### config.mk
export PLATFORM = sky130hd
export DESIGN_NAME = alarm_set_ctrl
export DESIGN_NICKNAME = d
export VERILOG_FILES = /design/src/rtl/alarm_set_ctrl.sv
export SDC_FILE = /design/constraint.sdc
export NUM_CORES = 1
export LEC_CHECK = 0
export ABC_CLOCK_PERIOD_IN_PS = 4610
export CAP_MARGIN = 20
export CELL_PAD_IN_SITES_DETAIL_PLACEMENT = 1
export CELL_PAD_IN_SITES_GLOBAL_PLACEMENT = 1
export CORE_MARGIN = 1.5
export CORE_UTILIZATION = 42
export CTS_CLUSTER_SIZE = 14
export DETAILED_ROUTE_END_ITERATION = 8
export DONT_BUFFER_PORTS = 1
export GPL_TIMING_DRIVEN = 1
export PLACE_DENSITY = 0.69
export SYNTH_ARGS = -nofsm -noshare
export SYNTH_HDL_FRONTEND = slang
export SYNTH_SLANG_ARGS = --single-unit
export TNS_END_PERCENT = 30
### constraint.sdc
create_clock -name clk -period 4.61 [get_ports clk]
set_input_delay 0.2305 -clock clk [delete_from_list [all_inputs] [get_ports clk]]
set_output_delay 0.2305 -clock clk [all_outputs]
set_load 0.05 [all_outputs]
### src/rtl/alarm_set_ctrl.sv
// Alarm programming front-end: edits h/m/s from button pulses, then replays them
// to the clock block as a set_alarm-framed strobe sequence, and raises start.
module alarm_set_ctrl #(
  parameter int GAP_CYCLES = 2
) (
  input  logic       clk,
  input  logic       reset,
  input  logic       btn_mode,
  input  logic       btn_inc,
  input  logic       btn_ok,
  output logic       set_alarm,
  output logic       set_hours,
  output logic       set_mins,
  output logic       set_secs,
  output logic [4:0] alarm_hours,
  output logic [5:0] alarm_mins,
  output logic [5:0] alarm_secs,
  output logic       start,
  output logic [1:0] edit_field,
  output logic       busy
);

  typedef enum logic [3:0] {
    IDLE, EDIT_H, EDIT_M, EDIT_S, SETUP, STB_H, STB_M, STB_S, GAP, RUN
  } state_t;

  localparam logic [3:0] GAP_LOAD = (GAP_CYCLES == 0) ? 4'd0 : 4'(GAP_CYCLES - 1);

  state_t     state_q, state_d;
  state_t     gap_nxt_q, gap_nxt_d;
  logic [3:0] gap_cnt_q, gap_cnt_d;
  logic [4:0] edit_h_q, edit_h_d;
  logic [5:0] edit_m_q, edit_m_d;
  logic [5:0] edit_s_q, edit_s_d;

  logic       set_alarm_q, set_alarm_d;
  logic       set_hours_q, set_hours_d;
  logic       set_mins_q, set_mins_d;
  logic       set_secs_q, set_secs_d;
  logic [4:0] alarm_hours_q, alarm_hours_d;
  logic [5:0] alarm_mins_q, alarm_mins_d;
  logic [5:0] alarm_secs_q, alarm_secs_d;
  logic       start_q, start_d;
  logic [1:0] edit_field_q, edit_field_d;
  logic       commit;

  always_comb begin
    state_d   = state_q;
    gap_nxt_d = gap_nxt_q;
    gap_cnt_d = gap_cnt_q;
    edit_h_d  = edit_h_q;
    edit_m_d  = edit_m_q;
    edit_s_d  = edit_s_q;

    case (state_q)
      IDLE, RUN: begin
        if (btn_mode) begin
          state_d  = EDIT_H;
          edit_h_d = alarm_hours_q;
          edit_m_d = alarm_mins_q;
          edit_s_d = alarm_secs_q;
        end
      end
      EDIT_H, EDIT_M, EDIT_S: begin
        if (btn_ok) begin
          state_d = SETUP;
        end else if (btn_mode) begin
          state_d = (state_q == EDIT_H) ? EDIT_M :
                    (state_q == EDIT_M) ? EDIT_S : EDIT_H;
        end else if (btn_inc) begin
          case (state_q)
            EDIT_H:  edit_h_d = (edit_h_q == 5'd23) ? 5'd0 : edit_h_q + 5'd1;
            EDIT_M:  edit_m_d = (edit_m_q == 6'd59) ? 6'd0 : edit_m_q + 6'd1;
            default: edit_s_d = (edit_s_q == 6'd59) ? 6'd0 : edit_s_q + 6'd1;
          endcase
        end
      end
      SETUP: state_d = STB_H;
      STB_H, STB_M, STB_S: begin
        // gap_nxt remembers which strobe (or RUN) the gap hands over to
        gap_nxt_d = (state_q == STB_H) ? STB_M : (state_q == STB_M) ? STB_S : RUN;
        gap_cnt_d = GAP_LOAD;
        state_d   = (GAP_CYCLES == 0) ? gap_nxt_d : GAP;
      end
      GAP: begin
        if (gap_cnt_q == 4'd0) state_d = gap_nxt_q;
        else                   gap_cnt_d = gap_cnt_q - 4'd1;
      end
      default: state_d = IDLE;
    endcase

    commit        = (state_d == SETUP) || (state_d == STB_H) || (state_d == STB_M) ||
                    (state_d == STB_S) || (state_d == GAP);
    set_alarm_d   = commit;
    set_hours_d   = (state_d == STB_H);
    set_mins_d    = (state_d == STB_M);
    set_secs_d    = (state_d == STB_S);
    alarm_hours_d = set_hours_d ? edit_h_q : alarm_hours_q;
    alarm_mins_d  = set_mins_d  ? edit_m_q : alarm_mins_q;
    alarm_secs_d  = set_secs_d  ? edit_s_q : alarm_secs_q;
    start_d       = start_q || (state_d == RUN);
    edit_field_d  = (state_d == EDIT_H) ? 2'd1 :
                    (state_d == EDIT_M) ? 2'd2 :
                    (state_d == EDIT_S) ? 2'd3 : 2'd0;
  end

  always_ff @(posedge clk) begin
    if (reset) begin
      state_q       <= IDLE;
      gap_nxt_q     <= IDLE;
      gap_cnt_q     <= 4'd0;
      edit_h_q      <= 5'd0;
      edit_m_q      <= 6'd0;
      edit_s_q      <= 6'd0;
      set_alarm_q   <= 1'b0;
      set_hours_q   <= 1'b0;
      set_mins_q    <= 1'b0;
      set_secs_q    <= 1'b0;
      alarm_hours_q <= 5'd0;
      alarm_mins_q  <= 6'd0;
      alarm_secs_q  <= 6'd0;
      start_q       <= 1'b0;
      edit_field_q  <= 2'd0;
    end else begin
      state_q       <= state_d;
      gap_nxt_q     <= gap_nxt_d;
      gap_cnt_q     <= gap_cnt_d;
      edit_h_q      <= edit_h_d;
      edit_m_q      <= edit_m_d;
      edit_s_q      <= edit_s_d;
      set_alarm_q   <= set_alarm_d;
      set_hours_q   <= set_hours_d;
      set_mins_q    <= set_mins_d;
      set_secs_q    <= set_secs_d;
      alarm_hours_q <= alarm_hours_d;
      alarm_mins_q  <= alarm_mins_d;
      alarm_secs_q  <= alarm_secs_d;
      start_q       <= start_d;
      edit_field_q  <= edit_field_d;
    end
  end

  assign set_alarm   = set_alarm_q;
  assign busy        = set_alarm_q;
  assign set_hours   = set_hours_q;
  assign set_mins    = set_mins_q;
  assign set_secs    = set_secs_q;
  assign alarm_hours = alarm_hours_q;
  assign alarm_mins  = alarm_mins_q;
  assign alarm_secs  = alarm_secs_q;
  assign start       = start_q;
  assign edit_field  = edit_field_q;

endmodule
==> summary.txt, run 1 <==
Final layout
  • # diodes: 0
  • Ratio of cells with drive above 1 in the final layout: 0.0757
  • Final Non-Filler Cells: 392
  • Area Overhead vs Synth: 6.91%
  • Nets@finish: 325

Timing
  • Tightest Pin Transition: 0.953 ns
  • Final WS setup: 2.25 ns
  • Final worst clock skew: 0.00760 ns
  • Slew Limit Fails: 0
  • RSZ-0062 raised after global routing: false
  • Final Hold Fails: 0
  • Final min period: 2.36 ns
  • Setup total negative slack: 0 ns
  • Slew headroom: 0.365
  • Final setup viols: 0
  • Fin crit share: 0.512
  • Fmax: 424 MHz

Synth
  • #FFs+latches synth: 52
  • Top cell type's share of synthesized area: 0.388
  • Post-synth top area cell: dfxtp_1
  • Synth Instances: 320
  • Syn_nets: 329
  • Commonest register cell after synthesis: dfxtp_1
  • Mean Syn Cell Area: 8.38 sq um
  • Top area cells in the synthesized netlist: dfxtp_1 (39%), nand2_1 (7.0%), a21oi_1 (5.2%)
  • Asr flop ratio synth: 0
  • Post-synth EDFFs: 0
  • Sequential fraction of the synthesis area: 0.388
  • Ys Warns: 0
  • Synth Cell Area: 0.00268 sq mm
  • Library cells used by synthesis: 63

Clock network
  • Clk buf depth: 2
  • CTS resizes: 0
  • CTS Buf Count: 5
  • CTS Root Cell: clkbuf_8
  • CTS clk-pin slew, worst paths: 0.10 ns
  • Post-CTS Setup Inserts: 0
  • CTS tree: done
  • H-tree levels: 2
  • Clock Latency Late Sink: 0.31 ns
  • Sink Count: 52

Die
  • I/O Pins: 30
  • Core ar.: 0.00603 sq mm
  • Starting Density: 0.445
  • Die Span Y: 82.9 microns
  • Die X-Extent: 82.9 microns
  • Rows: 28
  • Die ar.: 0.00687 sq mm

GRT
  • Vias in the first global route: 2335
  • Largest net degree at the start of global routing: 31
  • Gr usage total: 0.209
  • Global-route wire length before repair: 11.9 mm
  • Total congestion overflow: 0
  • Antenna violations before repair: 0

Pwr
  • Power Total: 1.01 mW
  • Pwr/cell area: 351 mW/mm^2
  • Pleak: 0.968 nW
  • Peak VDD IR: 0.173 mV

Flow run
  • Max-cap viol count: 0

Detailed routing
  • DRT iter0 DRCs: 55
  • Post-route ant nets: 0
  • Routed via count: 2321
  • Average vias per placed instance: 5.92
  • DRC: 0
  • Pre-Repair DR Iteration Count: 4
  • Avg WL per Cell: 17.3 microns
  • Total Wirelength: 6.80 mm

Setup path
  • Worst R2R Setup Slack: 2.25 ns
  • Crit. End Element: flop
  • Worst-path maximum fanout: 14
  • FF-to-FF End: alarm_mins[5]$_SDFFE_PP0P_
  • R2R depth: 5
  • Worst EP arrival: 2.60 ns
  • Launch point of the worst reg-to-reg path: state_q[3]$_SDFF_PP0_
  • Crit Path Class: flop to flop
  • CP Data Required Time: 4.85 ns
  • Startpoint Class: flop

Min path
  • Hold endpoint: edit_s_q[2]$_SDFFE_PP0P_
  • WHS Path Cells: 3
  • Path type of the worst min-delay path: input port to flop
  • Worst hold start: reset

Run status
  • Status: finished, final reports clean

Placement
  • Detailed placement HPWL: 4.76 mm
  • Number of buffers added on ports: 0
  • Inst Count DP: 381
  • Gpl congestion: 0.816
  • Place WS: 2.23 ns
## power by group
part | total, mW | switching (mW) | internal, mW
Sequential | 0.516 | 0.0473 | 0.468
Clock | 0.321 | 0.160 | 0.161
Combinational | 0.171 | 0.110 | 0.0611
## through the flow
step           hold WS (ns)  instance area [sq um]  utilization
3_3_place_gp          0.306                   2710        0.450
3_5_place_dp          0.308                   2710        0.450
2_1_floorplan         0.319                   2680            -
4_1_cts             0.00290                   2860        0.474
5_1_grt               0.142                   2870        0.475
6_report              0.138                   2870        0.475
## synthesized netlist by cell type (3+ instances only)
cell type  number
and3_1          3
a221oi_1        3
a21o_1          4
nor3b_1         3
buf_2           3
a31o_1          5
nand2_1        50
a311oi_1        6
nor2_1         26
a211oi_1        6
o21ai_0         9
nand3_1         9
inv_1          11
dfxtp_1        52
nor3_1          5
nand2b_1        7
clkbuf_1        9
or3_1           3
a21oi_1        28
a211o_1         4
mux2i_1         8
o211ai_1        6
nor2b_1         8
ha_1            4
## timing repair
action,CTS,global route
hold buffers,2,1
endpoints found under the hold margin,30,1
endpoints found under the setup margin,0,0
## cell families (layout without fill, tap and decap cells)
family,Yosys count,after routing,synth area share
multiplexers,9,9,0.0341
adder cells (fa/ha/maj),4,4,0.0187
XOR/XNOR,2,2,0.00654
AO/OA/AOI/OAI,90,90,0.246
buffers and inverters,26,23,0.0406
AND/OR/NAND/NOR,137,137,0.266
flip-flops,52,52,0.388
## metal layers
layer / global-route usage / vias to the layer above / wire (microns)
li1: - / 1146 / -
met1: 0.271 / 1126 / 3250
met2: 0.351 / 38 / 3220
met3: 0.0457 / 11 / 228
met4: 0.0545 / 0 / 106
met5: 0 / - / 0
## critical path, stage by stage (launching register included)
cell and delay, ns:
dfxtp_1 0.68, nor2b_2 0.39, and3_1 0.24, nor3b_4 0.36, a21boi_4 0.40, mux2i_1 0.22
## registers in the layout (all words and copies together), names as in the netlist
register / flops
alarm_mins: 6
alarm_secs: 6
edit_m_q: 6
edit_s_q: 6
alarm_hours: 5
edit_h_q: 5
gap_cnt_q: 4
state_q: 4
gap_nxt_q: 3
edit_field: 2
busy: 1
set_hours: 1
set_mins: 1
set_secs: 1
start: 1
## area by class of cell
type / instances / area (sq um)
sequential: 52 / 1040
clock inverter: 3 / 42.5
fill: 733 / 3160
multi-input combinational: 242 / 1530
clock buffer: 5 / 68.8
timing repair buffer: 4 / 47.5
inverter: 11 / 41.3
tap: 75 / 93.8
## how the worst max path moves through the flow
stage | start | slack [ns] | depth (start not counted) | endpoint
6_report | state_q[3]$_SDFF_PP0_ | 2.25 | 5 | alarm_mins[5]$_SDFFE_PP0P_
2_1_floorplan | gap_cnt_q[0]$_SDFFE_PP0P_ | 2.69 | 7 | busy$_SDFF_PP0_
3_5_place_dp | state_q[3]$_SDFF_PP0_ | 2.23 | 5 | alarm_mins[1]$_SDFFE_PP0P_
3_3_place_gp | state_q[0]$_SDFF_PP0_ | 2.31 | 5 | edit_s_q[3]$_SDFFE_PP0P_
5_1_grt | state_q[0]$_SDFF_PP0_ | 2.02 | 5 | edit_h_q[1]$_SDFFE_PP0P_
4_1_cts | state_q[3]$_SDFF_PP0_ | 2.24 | 5 | alarm_mins[5]$_SDFFE_PP0P_
## placed cells by master, fill, tap and decap left out, types with 2 or more instances in the layout
master,Yosys,final
a211oi_1,6,6
nand2b_1,7,7
nor3_1,5,5
a21boi_0,2,2
nand3_1,9,9
dlygate4sd3_1,0,2
or3_1,3,3
clkbuf_8,0,5
xor2_1,2,2
nand2_1,50,50
nor4_1,2,2
dfxtp_1,52,52
inv_1,11,11
o21ai_0,9,9
and3_1,3,3
nor3b_1,3,3
o211ai_1,6,6
mux2i_1,8,8
or2_2,2,2
a211o_1,4,4
nor2_1,26,26
o22ai_1,2,2
a21oi_1,28,28
nor2b_1,8,8
or4_1,2,2
a221oi_1,3,3
a311oi_1,6,6
nand4_1,2,2
a31o_1,5,5
ha_1,4,4
a21o_1,4,4
nand3b_1,2,2
Power figures use the tool's default switching activity.
==> inputs of run 2 (changes only) <==
Settings changed: ABC_AREA from default to 1, ABC_CLOCK_PERIOD_IN_PS 4610 to 2210, PLACE_DENSITY 0.69 to 0.72.
Clock period 4.61 ns to 2.21 ns, I/O delays scaled along.
==> run 2 against run 1 <==
Compared with the run above:
- utilization decreased by 0.75 points
- die area is 1.6% lower
- via count increased by 2.8%
- clock power grew 85%
- sequential cell count is the same
- global-route usage rose by 1.1 points
- power rose by 130%
- wire length is 2.2% higher
- sequential share of layout area up 0.79 points
- hold slack better by 0.021 ns
- critical path type unchanged
- critical endpoint is now alarm_secs[5]$_SDFFE_PP0P_
- largest power group unchanged
==> summary.txt, run 2 <==
Clock network
  • Sink Count: 52
  • CTS resizes: 0
  • H-tree levels: 2
  • CTS Root Cell: clkbuf_8
  • CTS clk-pin slew, worst paths: 0.09 ns
  • Clk buf depth: 2
  • Clock Latency Late Sink: 0.31 ns
  • CTS tree: done
  • CTS Buf Count: 5

Final layout
  • Area Overhead vs Synth: 6.41%
  • Fillers: 802
  • Commonest non-fill, non-tap cells in the layout: nand2_1 (79), nor2_1 (58), dfxtp_1 (52)
  • Nets@finish: 388
  • Fin area: 0.00280 sq mm
  • Sequential cell area: 0.00104 sq mm
  • Most common cell after layout, fill and taps aside: nand2_1
  • Footprint of the multi-input gates: 0.00139 sq mm
  • Ratio of cells with drive above 1 in the final layout: 0.111
  • # diodes: 0

Synth
  • #FFs+latches synth: 52
  • Commonest register cell after synthesis: dfxtp_1
  • Top area cells in the synthesized netlist: dfxtp_1 (40%), nand2_1 (11%), nor2_1 (8.3%)
  • Adder-Cell Fraction of Synth Area: 0.0190
  • Post-synth top cells: nand2_1 (79), nor2_1 (58), dfxtp_1 (52)
  • Most numerous cell in the Yosys netlist: nand2_1
  • Library cells used by synthesis: 31
  • Post-synthesis mux area share: 0
  • Syn_nets: 386
  • Top cell type's share of synthesized area: 0.395
  • Synth Instances: 377
  • Post-Synth XOR/XNOR Area: 0.0166
  • Synth Cell Area: 0.00264 sq mm
  • Post-synth top area cell: dfxtp_1
  • Ys Warns: 0
  • Sequential fraction of the synthesis area: 0.395
  • Asr flop ratio synth: 0
  • Post-synth EDFFs: 0
  • Post-synthesis compound-gate area fraction: 0.133
  • Post-Synth Simple-Gate Area: 0.359
  • Mean Syn Cell Area: 6.99 sq um
  • Largest family of logic cells by synthesized area: simple AND/OR/NAND/NOR gates

Setup path
  • Most frequent cell on the critical path: nor2_1
  • CP peak stage delay: 0.40 ns
  • Crit Path Class: flop to flop
  • Crit path max-delay family: simple AND/OR/NAND/NOR gates
  • Critical-path cell list: inv_2 -> nor2_1 -> nand2_1 -> nand2_1 -> inv_1 -> nand2_2 -> nand2_2 -> nor2_4 -> nor2_1 -> nor2_1
  • Critical path's slowest cell: dfxtp_1
  • Crit. End Element: flop
  • Worst EP arrival: 2.24 ns
  • Worst-path maximum fanout: 11
  • CP Buf/Inv Count: 2
  • CP Data Required Time: 2.46 ns
  • Startpoint Class: flop

Pwr
  • Pwr/cell area: 839 mW/mm^2
  • Total net switching power: 874 uW
  • Sw frac: 0.371
  • Pleak: 1.12 nW
  • Combinational share of power: 0.253
  • Int Power: 1.48 mW
  • Peak VDD IR: 0.360 mV
  • Part of the power in registers: 0.495
  • Clock share of power: 0.252

Detailed routing
  • DRT iter0 DRCs: 50
  • DRC: 0
  • Avg WL per Cell: 15.3 microns
  • Pre-Repair DR Iteration Count: 4
  • Post-route ant nets: 0
  • Routed via count: 2386
  • Average vias per placed instance: 5.26
  • Total Wirelength: 6.95 mm

Timing
  • RSZ-0062 raised after global routing: false
  • Tightest Pin Transition: 0.787 ns
  • Final setup viols: 0
  • Final worst clock skew: 0.0131 ns
  • Final min period: 2.00 ns
  • Setup total negative slack: 0 ns
  • Final WS setup: 0.212 ns
  • Fmax: 501 MHz
  • Fin crit share: 0.904
  • Final Hold Fails: 0
  • Slew headroom: 0.474
  • Slew Limit Fails: 0

GRT
  • Vias in the first global route: 2354
  • Total congestion overflow: 0
  • Largest net degree at the start of global routing: 23
  • Gr usage total: 0.220
  • Global-route wire length before repair: 11.3 mm
  • Antenna violations before repair: 0

Die
  • Starting Density: 0.440
  • Core ar.: 0.00599 sq mm
  • Rows: 28
  • Die Span Y: 82.2 microns
  • I/O Pins: 30
  • Die ar.: 0.00676 sq mm
  • Die X-Extent: 82.2 microns

Placement
  • Gpl congestion: 0.841
  • Post-DP Area: 0.00270 sq mm
  • Number of buffers added on ports: 0
  • Detailed placement HPWL: 5.19 mm
  • Place WS: 0.257 ns

Flow run
  • Max-cap viol count: 0

Run status
  • Status: finished, final reports clean

Min path
  • Path type of the worst min-delay path: input port to flop
## run 2: what timing repair did
action / in CTS / in global routing
setup buffers: 0 / 0
hold buffers: 1 / 0
hold endpoints to repair: 18 / 0
## run 2: worst paths after layout
kind                                   from                          to  slack, ns  cells after the start
setup / recovery      state_q[2]$_SDFF_PP0_  alarm_secs[5]$_SDFFE_PP0P_       0.21                     10
hold / removal                       btn_ok       state_q[2]$_SDFF_PP0_       0.16                      4
setup reg to reg      state_q[2]$_SDFF_PP0_  alarm_secs[5]$_SDFFE_PP0P_       0.21                     10
hold reg to reg   gap_nxt_q[0]$_SDFFE_PP0P_   gap_nxt_q[0]$_SDFFE_PP0P_       0.48                      2
## run 2: cells by family (layout without fill, tap and decap cells)
group,after synthesis,count (layout)
buffers and inverters,48,50
AO/OA/AOI/OAI,67,67
AND/OR/NAND/NOR,201,201
adder cells (fa/ha/maj),4,4
flip-flops,52,52
XOR/XNOR,5,5
## run 2: final cells by class
cell class              instances  area share
flip-flops and latches         52       0.371
repair buffers                  5      0.0143
well taps                      75      0.0335
inverters                      38      0.0509
clock buffers                   7      0.0344
multi-input cells             277       0.496
## run 2: power groups by stage
stage | combinational [mW] | clock [mW] | sequential, mW
5_1_grt | 0.673 | 0.639 | 1.18
6_report | 0.595 | 0.594 | 1.16
3_5_place_dp | 0.591 | 0 | 1.18
2_1_floorplan | 0.472 | 0 | 1.17
4_1_cts | 0.602 | 0.606 | 1.16
3_3_place_gp | 0.578 | 0 | 1.18
## run 2: per-layer routing
| layer | part of all wire | global-route usage |
|---|---|---|
| met5 | 0 | 0 |
| met4 | 0.0081 | 0.0661 |
| met3 | 0.027 | 0.0473 |
| met2 | 0.47 | 0.369 |
| met1 | 0.49 | 0.280 |
## run 2: through the flow
step	power (mW)	util	hold WS, ns	instances
final	2.35	0.468	0.160	454
after global routing	2.49	0.468	0.184	454
after CTS	2.37	0.468	0.155	454
after detailed placement	1.78	0.450	0.187	446
after global placement	1.76	0.450	0.184	446
after floorplan	1.64	-	0.422	377
## run 2: worst reg2reg max path, delay by kind of cell, from the launching register on
family / cells / cell delay, ns
and+or+nand+nor: 8 / 1.41
DFF: 1 / 0.40
buffers and inverters: 2 / 0.14
